`src/rtl/vmm_pkg.sv`:
```
// Shared types and helpers for the row-serial vector-matrix MAC.
//   vmm_state_t      : controller states (IDLE, MAC, STORE, DONE)
//   VMM_DATA_WIDTH   : default element width of A and W
//   VMM_ACCUM_WIDTH  : default accumulator / output element width
//   cnt_width()      : counter width for a given count, never below 1 bit
package vmm_pkg;

  typedef enum logic [1:0] {
    IDLE  = 2'd0,
    MAC   = 2'd1,
    STORE = 2'd2,
    DONE  = 2'd3
  } vmm_state_t;

  localparam int VMM_DATA_WIDTH  = 8;
  localparam int VMM_ACCUM_WIDTH = 32;

  // $clog2(1) is 0, which cannot size a counter, so clamp to one bit.
  function automatic int cnt_width(input int count);
    int w;
    w = $clog2(count);
    return (w < 1) ? 1 : w;
  endfunction

endpackage

```
`src/rtl/vmm_mac_cell.sv`:
```
// One signed multiply-accumulate step, purely combinational.
//   a, w     : signed DATA_WIDTH operands
//   acc_in   : signed ACCUM_WIDTH running sum
//   acc_out  : acc_in + sign-extended full-precision a*w, modulo 2^ACCUM_WIDTH
module vmm_mac_cell #(
  parameter int DATA_WIDTH  = 8,
  parameter int ACCUM_WIDTH = 32
) (
  input  logic signed [DATA_WIDTH-1:0]  a,
  input  logic signed [DATA_WIDTH-1:0]  w,
  input  logic signed [ACCUM_WIDTH-1:0] acc_in,
  output logic signed [ACCUM_WIDTH-1:0] acc_out
);

  logic signed [2*DATA_WIDTH-1:0] prod;
  logic signed [ACCUM_WIDTH-1:0]  prod_ext;

  assign prod     = a * w;
  // Size cast of a signed value sign-extends.
  assign prod_ext = ACCUM_WIDTH'(prod);
  // Plain wrap-around add; no saturation by design.
  assign acc_out  = acc_in + prod_ext;

endmodule

```
`src/rtl/vmm_row_serial_mac.sv`:
```
// Row-serial vector-matrix multiply: O = A * W, one MAC per cycle.
// Responder on the op_start / op_busy / op_done handshake.
//   clk              : clock, rising edge
//   rst              : synchronous active-high reset
//   op_start         : start request, honoured only in IDLE
//   input_vector_A   : K_DIM signed elements, captured on the start edge
//   weight_matrix_W  : K_DIM x N_DIM signed elements, captured on the start edge
//   output_vector_O  : N_DIM registered results, held until overwritten
//   op_busy          : high in MAC and STORE
//   op_done          : one-cycle pulse in DONE
module vmm_row_serial_mac
  import vmm_pkg::*;
#(
  parameter int DATA_WIDTH  = VMM_DATA_WIDTH,
  parameter int ACCUM_WIDTH = VMM_ACCUM_WIDTH,
  parameter int K_DIM       = 2,
  parameter int N_DIM       = 2
) (
  input  logic                                              clk,
  input  logic                                              rst,
  input  logic                                              op_start,
  input  logic signed [0:K_DIM-1][DATA_WIDTH-1:0]           input_vector_A,
  input  logic signed [0:K_DIM-1][0:N_DIM-1][DATA_WIDTH-1:0] weight_matrix_W,
  output logic signed [0:N_DIM-1][ACCUM_WIDTH-1:0]          output_vector_O,
  output logic                                              op_busy,
  output logic                                              op_done
);

  localparam int KW = cnt_width(K_DIM);
  localparam int NW = cnt_width(N_DIM);
  localparam logic [KW-1:0] K_LAST = KW'(K_DIM - 1);
  localparam logic [NW-1:0] N_LAST = NW'(N_DIM - 1);

  vmm_state_t state, state_nxt;

  logic [KW-1:0] k;
  logic [NW-1:0] n;

  logic [0:K_DIM-1][DATA_WIDTH-1:0]            a_hold;
  logic [0:K_DIM-1][0:N_DIM-1][DATA_WIDTH-1:0] w_hold;

  logic signed [ACCUM_WIDTH-1:0] acc;
  logic signed [ACCUM_WIDTH-1:0] acc_base;
  logic signed [ACCUM_WIDTH-1:0] acc_sum;
  logic signed [DATA_WIDTH-1:0]  mac_a;
  logic signed [DATA_WIDTH-1:0]  mac_w;

  // State register
  always_ff @(posedge clk) begin
    if (rst) state <= IDLE;
    else     state <= state_nxt;
  end

  // Next-state logic
  always_comb begin
    state_nxt = state;
    case (state)
      IDLE:    if (op_start) state_nxt = MAC;
      MAC:     if (k == K_LAST) state_nxt = STORE;
      STORE:   state_nxt = (n == N_LAST) ? DONE : MAC;
      DONE:    state_nxt = IDLE;
      default: state_nxt = IDLE;
    endcase
  end

  assign op_busy = (state == MAC) || (state == STORE);
  assign op_done = (state == DONE);

  // Operand capture: only the start edge loads, so later input changes
  // cannot disturb a running operation.
  always_ff @(posedge clk) begin
    if (state == IDLE && op_start) begin
      a_hold <= input_vector_A;
      w_hold <= weight_matrix_W;
    end
  end

  // The first MAC of each column starts from zero, so no separate clear
  // cycle is needed between columns.
  assign mac_a    = a_hold[k];
  assign mac_w    = w_hold[k][n];
  assign acc_base = (k == '0) ? '0 : acc;

  vmm_mac_cell #(
    .DATA_WIDTH (DATA_WIDTH),
    .ACCUM_WIDTH(ACCUM_WIDTH)
  ) u_mac (
    .a      (mac_a),
    .w      (mac_w),
    .acc_in (acc_base),
    .acc_out(acc_sum)
  );

  // Counters, accumulator and output registers
  always_ff @(posedge clk) begin
    if (rst) begin
      k               <= '0;
      n               <= '0;
      acc             <= '0;
      output_vector_O <= '0;
    end else begin
      case (state)
        IDLE: begin
          if (op_start) begin
            k <= '0;
            n <= '0;
          end
        end
        MAC: begin
          acc <= acc_sum;
          k   <= (k == K_LAST) ? '0 : k + 1'b1;
        end
        STORE: begin
          output_vector_O[n] <= acc;
          n                  <= (n == N_LAST) ? '0 : n + 1'b1;
        end
        default: ;
      endcase
    end
  end

endmodule
```
`config.mk`:
```
export PLATFORM = sky130hd
export DESIGN_NAME = vmm_row_serial_mac
export DESIGN_NICKNAME = d
export VERILOG_FILES = /design/src/rtl/vmm_pkg.sv /design/src/rtl/vmm_mac_cell.sv /design/src/rtl/vmm_row_serial_mac.sv
export SDC_FILE = /design/constraint.sdc
export NUM_CORES = 1
export LEC_CHECK = 0
export CORE_ASPECT_RATIO = 2
export CORE_MARGIN = 1
export CORE_UTILIZATION = 29
export DETAILED_ROUTE_END_ITERATION = 7
export PLACE_DENSITY = 0.43
export SETUP_SLACK_MARGIN = 0.2
export SYNTH_ARGS = -nofsm -noshare
export SYNTH_HDL_FRONTEND = slang
export SYNTH_HIERARCHICAL = 1
export SYNTH_SLANG_ARGS = --single-unit
```
`constraint.sdc`:
```
create_clock -name clk -period 10.11 [get_ports clk]
set_input_delay 3.033 -clock clk [delete_from_list [all_inputs] [get_ports clk]]
set_output_delay 3.033 -clock clk [all_outputs]
set_load 0.03 [all_outputs]
```
==> metrics.cfg, run 1 <==
[clock_tree]
ctsHoldBuffers=0
cts_tree=yes
cts_resized=0
cts.sinks=148
clk_pin_slew_ns=0.08
cts-root-buf=clkbuf_16
clockBufferDepth=2
htree_levels=4
post_cts_buffers=0
clock_latency_ns=0.44
numCtsBuffers=17

[sta]
drv_slew=0
hold_violations=0
holdWs_ns=0.456
tns_ns=0
fin_crit_sh_pct=71.2
fmaxAchievable_mhz=139
tightest_slew_ns=1.12
slew_headroom_pct=25.1
finalSetupViolCount=0
rsz0062_at_grt=false
fin_crit_ns=7.20
skew_ns=0.0104

[route]
wl_um=31700
drc=0
ant_nets=0
vias=7803
via_per_inst=4.75
firstDrtPassIters=4
wl_per_cell_um=19.3
drt_iter0_drc=361

[worst_setup_path]
max_stage_delay_ns=0.76
cp-start-kind=flop
rrSetupSlack_ns=2.91
path_cells=buf_4 -> mux4_1 -> and2_2 -> fa_1 -> inv_1 -> fa_1 -> fa_1 -> inv_1 -> fa_1 -> ha_1 -> ha_1 -> o21a_1 -> o21ai_1 -> a2bb2oi_1 -> a311oi_4 -> o311ai_2 -> a311oi_2 -> xor2_1 -> mux2i_1 -> nor2_1
critPathSlowestCell=mux4_1
critPathKind=flop to flop
cp_max_fo=35
endpoint_kind=flop
critPathTopFamily=adder cells
crit_buf_inv=3
cpMostUsedCell=fa_1
cp_data_required_time_ns=10.40
arrival_ns=7.49

[synth]
synth.largest_area_cell=fa_1
yosysSeqAreaShare_pct=31.0
synth_top_area_share_pct=24.5
netlist_top_cells_area=fa_1 25%, dfxtp_1 18%, edfxtp_1 13%, ha_1 8.6%, nand2_1 5.5%
synth_enable_flop_cells=48
syn-num-nets=1329
synth_cell_types=62
synth.avg_cell_area_um2=10.4
synth_warnings=6
syn_inst=1066
yosys_most_used_dff=dfxtp_1
synthArstFlopShare_pct=0
ys_ff_latch=148
syn_area_um2=11100

[finish]
area_growth_pct=19.9
num-nets-final=1431
layout-drive-gt1-share_pct=5.93
antenna_cells=0
layout_commonest_cell=nand2_1
final_cell_mix=164 x nand2_1, 136 x fa_1, 115 x clkdlybuf4s50_1

[die]
die-area_um2=39100
die_y_um=279
ioPinCount=117
fp.dieW_um=140
start_util_pct=29.4
coreArea_um2=37800
num_rows=101

[grt]
grtUsageMet3_pct=1.94
grt_pass1_wl_um=50000
grt_max_degree=101
met1_usage_pct=14.9
overflow=0
gr-max-usage-layer=met2
grt_pass1_vias=8689
track_usage_pct=17.4
grt_antenna_before_repair=0
grtUsageMet2_pct=38.1

[placement]
place.gp.congestion=0.856
io_buffer_count=116
dp_hpwl_um=24900

[outcome]
status=completed

[job]
maxCapViolCount=0

[hold_path]
hp-class=flop to flop

[registers in the layout (all words and copies together), names as in the netlist]
signal           flops
output_vector_O     64
acc                 32
w_hold              32
a_hold              16
state                2
k                    1
n                    1
[synthesized netlist by cell type (all sizes together) (2+ instances only)]
master  number
o211a        2
inv        102
mux2         8
nor4         2
nor2b        3
a21oi       85
nor3         8
a21o        15
a211oi       3
fa         136
o21ai       19
mux2i       35
xnor2       17
dfxtp      100
buf         25
o21a         5
nand2      164
o21bai       3
a21boi       2
o41ai        2
nand2b       6
nand4        3
edfxtp      48
a22oi        2
or3          2
a41o         3
a31oi        2
clkbuf      15
nand3        8
ha          76
and2        68
nor2        62
a311oi       5
xor2         9
mux4         8
[worst reg2reg max path: stages (launching register included)]
cell and delay, ns:
dfxtp_2 0.64, buf_4 0.41, mux4_1 0.76, and2_2 0.53, fa_1 0.64, inv_1 0.06, fa_1 0.48, fa_1 0.57
inv_1 0.06, fa_1 0.44, ha_1 0.32, ha_1 0.35, o21a_1 0.18, o21ai_1 0.24, a2bb2oi_1 0.36, a311oi_4 0.11
o311ai_2 0.36, a311oi_2 0.16, xor2_1 0.18, mux2i_1 0.14, nor2_1 0.05
[metal layers]
metal,vias up,share of wire [%]
li1,3718,-
met1,3937,31
met2,107,64
met3,41,1.6
met4,0,3.5
met5,-,0
[worst paths after layout]
path                                    startpoint            endpoint  cells past startpoint
worst max-delay path                             k             acc[25]                     20
worst min-delay path            output_vector_O[3]  output_vector_O[3]                      2
worst max register to register                   k             acc[25]                     20
worst min register to register  output_vector_O[3]  output_vector_O[3]                      2
[through the flow]
step	cell area [µm²]	std cells	utilization (%)	worst slack, ns
CTS	13300	1644	35.2	2.78
global placement	12700	1612	33.6	2.91
floorplan	11100	1066	-	3.78
global route	13300	1644	35.2	2.39
finish	13300	1644	35.2	2.91
detailed placement	12700	1612	33.6	2.82
[area by class of cell]
type / count / area (µm²)
clock inverter: 15 / 206
inverter: 103 / 387
multi-input combinational: 775 / 7070
tap: 463 / 579
timing repair buffer: 123 / 1210
sequential: 148 / 3440
fill: 3866 / 24500
clock buffer: 17 / 425
[cell families (layout without fill, tap and decap cells)]
logic type	after synthesis	after routing	synth area share (%)
buffers and inverters	143	258	5.45
DFF	148	148	31.0
adders and majority gates	212	212	33.1
xor gates and xnor gates	26	26	2.05
AOI/OAI and AO/OA	158	158	9.40
muxes	51	51	5.69
and+or+nand+nor	328	328	13.3
Power of run 1 is left out: the tool's default activity adds up to more than one toggle a clock period on the data nets, which glitch-free logic cannot reach.
==> run 2, diff against run 1 <==
--- a/config.mk
+++ b/config.mk
@@ -9,7 +9,7 @@
 export CORE_MARGIN = 1
 export CORE_UTILIZATION = 29
 export DETAILED_ROUTE_END_ITERATION = 7
-export PLACE_DENSITY = 0.43
+export PLACE_DENSITY = 0.45
 export SETUP_SLACK_MARGIN = 0.2
 export SYNTH_ARGS = -nofsm -noshare
 export SYNTH_HDL_FRONTEND = slang
==> constraint.sdc (replaced) <==
create_clock -name clk -period 5.9 [get_ports clk]
set_input_delay 1.77 -clock clk [delete_from_list [all_inputs] [get_ports clk]]
set_output_delay 1.77 -clock clk [all_outputs]
set_load 0.03 [all_outputs]
==> metrics.cfg, run 2 (synthesized netlist as in run 1, its figures left out) <==
[finish]
regMostFlops=output_vector_O
final_cell_mix=156 x nand2_1, 133 x buf_4, 127 x fa_1
area_growth_pct=36.0
layout-drive-gt1-share_pct=23.8  ; +18 points
num-nets-final=1572  ; +9.9%
antenna_cells=0  ; unchanged
fill_cells=3750  ; -3.0%
utilization_pct=40.0  ; +4.7 points
largestRegisters=output_vector_O (64), acc (32), w_hold (32)
largest_register_ff_count=64  ; unchanged
layout_commonest_cell=nand2_1

[worst_setup_path]
cp_max_fo=7  ; -80%
critPathKind=flop to flop
rrSetupSlack_ns=0.12  ; -2.79 ns
reg2reg_depth=19  ; -5.0%
critPathTopFamily=adder cells
critPathLaunch=k
endpoint_kind=flop
arrival_ns=6.10  ; -1.39 ns
critPathSlowestCell=mux4_2
cp_data_required_time_ns=6.22  ; -4.18 ns
crit_end=acc[29]
max_stage_delay_ns=0.62  ; -0.14 ns
reg2reg_from=k
r2r-end=acc[29]
cp_num_cells=19  ; -5.0%
crit_buf_inv=5  ; +2
cp-start-kind=flop
path_cells=buf_4 -> mux4_2 -> nand2_2 -> fa_2 -> fa_2 -> clkinvlp_4 -> buf_8 -> buf_4 -> fa_1 -> fa_1 -> ha_1 -> ha_4 -> buf_6 -> a211o_1 -> o41ai_2 -> o21ba_2 -> a31oi_1 -> mux2i_1 -> nor2_1

[job]
maxCapViolCount=0  ; unchanged

[clock_tree]
clockBufferDepth=2  ; unchanged
htree_levels=4  ; unchanged
cts_tree=yes
numCtsBuffers=17  ; unchanged
clock_latency_ns=0.45  ; about the same
ctsHoldBuffers=0  ; unchanged
cts-root-buf=clkbuf_16
cts.sinks=148  ; unchanged
clk_pin_slew_ns=0.07  ; about the same

[die]
fp.dieW_um=140  ; unchanged
die-area_um2=39100  ; unchanged
num_rows=101  ; unchanged
start_util_pct=29.4  ; unchanged
die_y_um=279  ; unchanged
ioPinCount=117  ; unchanged
coreArea_um2=37800  ; unchanged

[sta]
fin_crit_sh_pct=97.9  ; +27 points
fmaxAchievable_mhz=173  ; +25%
tightest_slew_ns=0.866  ; -0.258 ns
hold_violations=0  ; unchanged
timing.final.ws_setup_ns=0.122  ; -2.79 ns
slew_headroom_pct=42.1  ; +17 points
fin_crit_ns=5.78  ; -1.42 ns
rsz0062_at_grt=true
skew_ns=0.0160  ; +0.00566 ns
drv_slew=0  ; unchanged
finalSetupViolCount=0  ; unchanged

[placement]
dp_hpwl_um=26700  ; +7.3%
place.gp.congestion=0.870  ; +1.7%
pre_cts_ws_ns=-0.168  ; -2.98 ns
io_buffer_count=116  ; unchanged

[route]
wl_um=33800  ; +6.4%
wl_per_cell_um=18.9  ; -2.0%
firstDrtPassIters=4  ; unchanged
drc=0  ; unchanged
via_per_inst=4.66  ; -1.7%
vias=8327  ; +6.7%
ant_nets=0  ; unchanged
drt_iter0_drc=367  ; +1.7%

[outcome]
status=completed

[grt]
grt_pass1_wl_um=52400  ; +4.8%
grt_antenna_before_repair=0  ; unchanged
track_usage_pct=18.3  ; +0.90 points
overflow=0  ; unchanged
grt_max_degree=49  ; -51%
grt_pass1_vias=9348  ; +7.6%

[hold_path]
hp-class=flop to flop

[run 2: how the worst min path moves through the flow]
stage	startpoint	to	slack [ns]	depth (start not counted)
after floorplan	acc[10]	output_vector_O[10]	0.45	2
after global placement	output_vector_O[15]	output_vector_O[15]	0.44	2
after detailed placement	output_vector_O[15]	output_vector_O[15]	0.45	2
after CTS	output_vector_O[15]	output_vector_O[15]	0.46	2
after global routing	output_vector_O[2]	output_vector_O[2]	0.48	2
final	output_vector_O[47]	output_vector_O[47]	0.46	2
[run 2: what timing repair did]
action / 4_1_cts / 5_1_grt
setup endpoints to repair: 18 / 19
resized for setup: 55 / 68
buffers inserted: 16 / 17
pin swaps: 47 / 64
[run 2: metrics by stage]
step	std cells	cell area (µm²)	hold slack [ns]	TNS, ns
final	1785	15100	0.455	0
after global routing	1785	15100	0.480	-0.676
after CTS	1768	14600	0.456	0
after detailed placement	1720	13600	0.445	-0.997
after global placement	1720	13600	0.444	-0.884
after floorplan	1066	11200	0.453	0
[run 2: metal layers]
layer / vias to the layer above / routed length [µm] / global-route usage (%)
met2: 88 / 21200 / 39.5
met1: 4186 / 10300 / 15.1
met4: 0 / 1970 / 11.4
li1: 3998 / - / -
met5: - / 0 / 0
met3: 55 / 365 / 1.66
[run 2: cell type report]
| type | count | area, µm² | share of cell area (%) |
|---|---|---|---|
| inverters | 103 | 395 | 2.62 |
| flip-flops and latches | 148 | 3450 | 22.8 |
| clock inverters | 15 | 178 | 1.18 |
| multi-input cells | 775 | 7710 | 51.0 |
| clock buffers | 17 | 425 | 2.82 |
| well taps | 463 | 579 | 3.84 |
| repair buffers | 264 | 2370 | 15.7 |
[run 2: worst register-to-register path: stages (launching register included)]
cell and delay (ns):
dfxtp_4 0.40, buf_4 0.15, mux4_2 0.62, nand2_2 0.13, fa_2 0.47, fa_2 0.59, clkinvlp_4 0.18, buf_8 0.18
buf_4 0.13, fa_1 0.49, fa_1 0.43, ha_1 0.32, ha_4 0.23, buf_6 0.13, a211o_1 0.32, o41ai_2 0.32
o21ba_2 0.24, a31oi_1 0.10, mux2i_1 0.15, nor2_1 0.06
Power of run 2 is left out for the same reason.
==> RTL change, RTL diff (flow settings as in run 1) <==
Re-encode `vmm_state_t` (4 states) as one-hot, 4 bits wide.
--- a/src/rtl/vmm_pkg.sv
+++ b/src/rtl/vmm_pkg.sv
@@ -5,11 +5,11 @@
 //   cnt_width()      : counter width for a given count, never below 1 bit
 package vmm_pkg;
 
-  typedef enum logic [1:0] {
-    IDLE  = 2'd0,
-    MAC   = 2'd1,
-    STORE = 2'd2,
-    DONE  = 2'd3
+  typedef enum logic [3:0] {
+    IDLE  = 4'b0001,
+    MAC   = 4'b0010,
+    STORE = 4'b0100,
+    DONE  = 4'b1000
   } vmm_state_t;
 
   localparam int VMM_DATA_WIDTH  = 8;
Function: same outputs for any inputs over 4 cycles, from zero or initial values and one cycle with rst high; so few cycles prove little.
==> RTL change against run 1 <==
Worst setup slack improved by 0.22 ns. Sequential cell count increased by 2. Final cell count increased by 3.0%. Count of clock-buffer cells in the layout increased by 1. Synthesized cell count decreased by 0.38%. Routed wire length about the same. Design area increased by 2.7%. Synthesized area increased by 2.6%. Via count decreased by 1.7%.
Power is left out: it rests on default switching activity, and per cell area and clock period it moved more than threefold.
==> RTL change: results (changes against run 1) <==
| Metric | Value |
|---|---|
| Inst Count DP | 1661 (+3.0%) |
| Seq/Total Area, Yosys | 0.3058 (-0.004321) |
| First-pass GRT wire length | 49430 um (-1.1%) |
| Longest Clk Path Bufs | 2 (unchanged) |
| R2R cell count | 20 (unchanged) |
| Routed len/inst | 18.75 um (-2.9%) |
| Critical Path End | acc[30] |
| Post-CTS sizing | 0 (unchanged) |
| Initial antenna violation count | 0 (unchanged) |
| Share of cells above drive strength 1 | 0.06053 (+0.001257) |
| Async SR Flop Fraction | 0 (unchanged) |
| Top flop regs | output_vector_O x64, acc x32, w_hold x32 |
| Final nets | 1417 (-0.98%) |
| Hpwl dp | 24850 um (-0.19%) |
| Reg-to-reg critical path startpoint | n |
| CP max stage delay | 0.83 ns (+0.07 ns) |
| Post-synth top cells | fa_1 (136), dfxtp_1 (102), nand2_1 (100), nand2b_1 (100), inv_1 (98) |
| Largest net degree at the start of global routing | 106 (+5.0%) |
| Flop-to-flop setup slack | 3.13 ns (+0.22 ns) |
| Reg clk slew, reported paths | 0.07 ns |
| Largest cells by area after synthesis | fa_1 (24%), dfxtp_1 (18%), edfxtp_1 (13%), ha_1 (7.7%), mux2i_1 (5.6%) |
| Number of flops mapped to enable cells by yosys | 48 (unchanged) |
| H-tree depth | 4 (unchanged) |
| CP Max Fanout | 25 (-29%) |
| Max_slew headroom | 0.3840 (+0.1335) |
| Synth Instances | 1062 (-0.38%) |
| RePlAce Congestion | 0.8470 (-1.0%) |
| Via count | 7670 (-1.7%) |
| Vias in the first global route | 8577 (-1.3%) |
| Yosys Warn Count | 6 (unchanged) |
| Slowest CP cell | dfxtp_1 |
| Global-route usage over all layers | 0.1692 (-0.005089) |
| Total global routing overflow | 0 (unchanged) |
| DRT iter0 DRCs | 332 (-8.0%) |
| Top delay family on crit path | adder cells |
| Clk root buf | clkbuf_16 |
| Hold path cells | 2 (unchanged) |
| Fin Hold WS | 0.4677 ns (+0.01153 ns) |
| Hold endpoint | acc[18] |
| Ys flop type | dfxtp_1 |
| Setup WS pre-CTS | 3.045 ns (+0.2290 ns) |
| Worst-Skew Late Latency | 0.45 ns |
| Drt pass-1 iters | 6 (+2) |
| Status | complete, no violations |
| Placed instance area | 13060 um^2 (+2.9%) |
| Post-Route WL | 31750 um (about the same) |
| Count leader, synth | fa_1 |
| # diodes | 0 (unchanged) |
| Post-layout minimum cycle time | 6.980 ns (-0.2203 ns) |
| Mapped Nets | 1319 (-0.75%) |
| Clk_skew | 0.01723 ns (+0.006854 ns) |
| I/O Buffers | 116 (unchanged) |
| Min-delay src | acc[18] |
| Worst hold-check path type | reg -> reg |
| TritonCTS Buffers | 17 (unchanged) |
| Post-CTS Setup Repair Bufs | 0 (unchanged) |
| Yosys cell types | 55 (-11%) |
-- RTL change: kinds of logic (layout without fill, tap and decap cells) --
family | after synthesis | after routing | synth area share
adders and majority gates | 206 | 206 | 0.3159
DFF | 150 | 150 | 0.3058
buffers and inverters | 145 | 256 | 0.05284
and+or+nand+nor | 328 | 328 | 0.1552
xor gates and xnor gates | 30 | 30 | 0.02307
AOI/OAI and AO/OA | 123 | 123 | 0.06712
muxes | 80 | 80 | 0.07997
-- RTL change: layer usage --
| layer | share of wire | up-vias | track usage |
|---|---|---|---|
| met1 | 0.33 | 3859 | 0.1547 |
| met3 | 0.016 | 38 | 0.01811 |
| met5 | 0 | - | 0 |
| met2 | 0.62 | 95 | 0.3531 |
| li1 | - | 3678 | - |
| met4 | 0.039 | 0 | 0.08657 |
-- RTL change: final cells by class --
class	instances	area (um^2)
fillers	3836	24990
inverters	100	375.4
flip-flops and latches	150	3485
clock inverters	14	181.4
well taps	520	650.6
clock buffers	18	439.2
repair buffers	124	1219
multi-input cells	767	7326
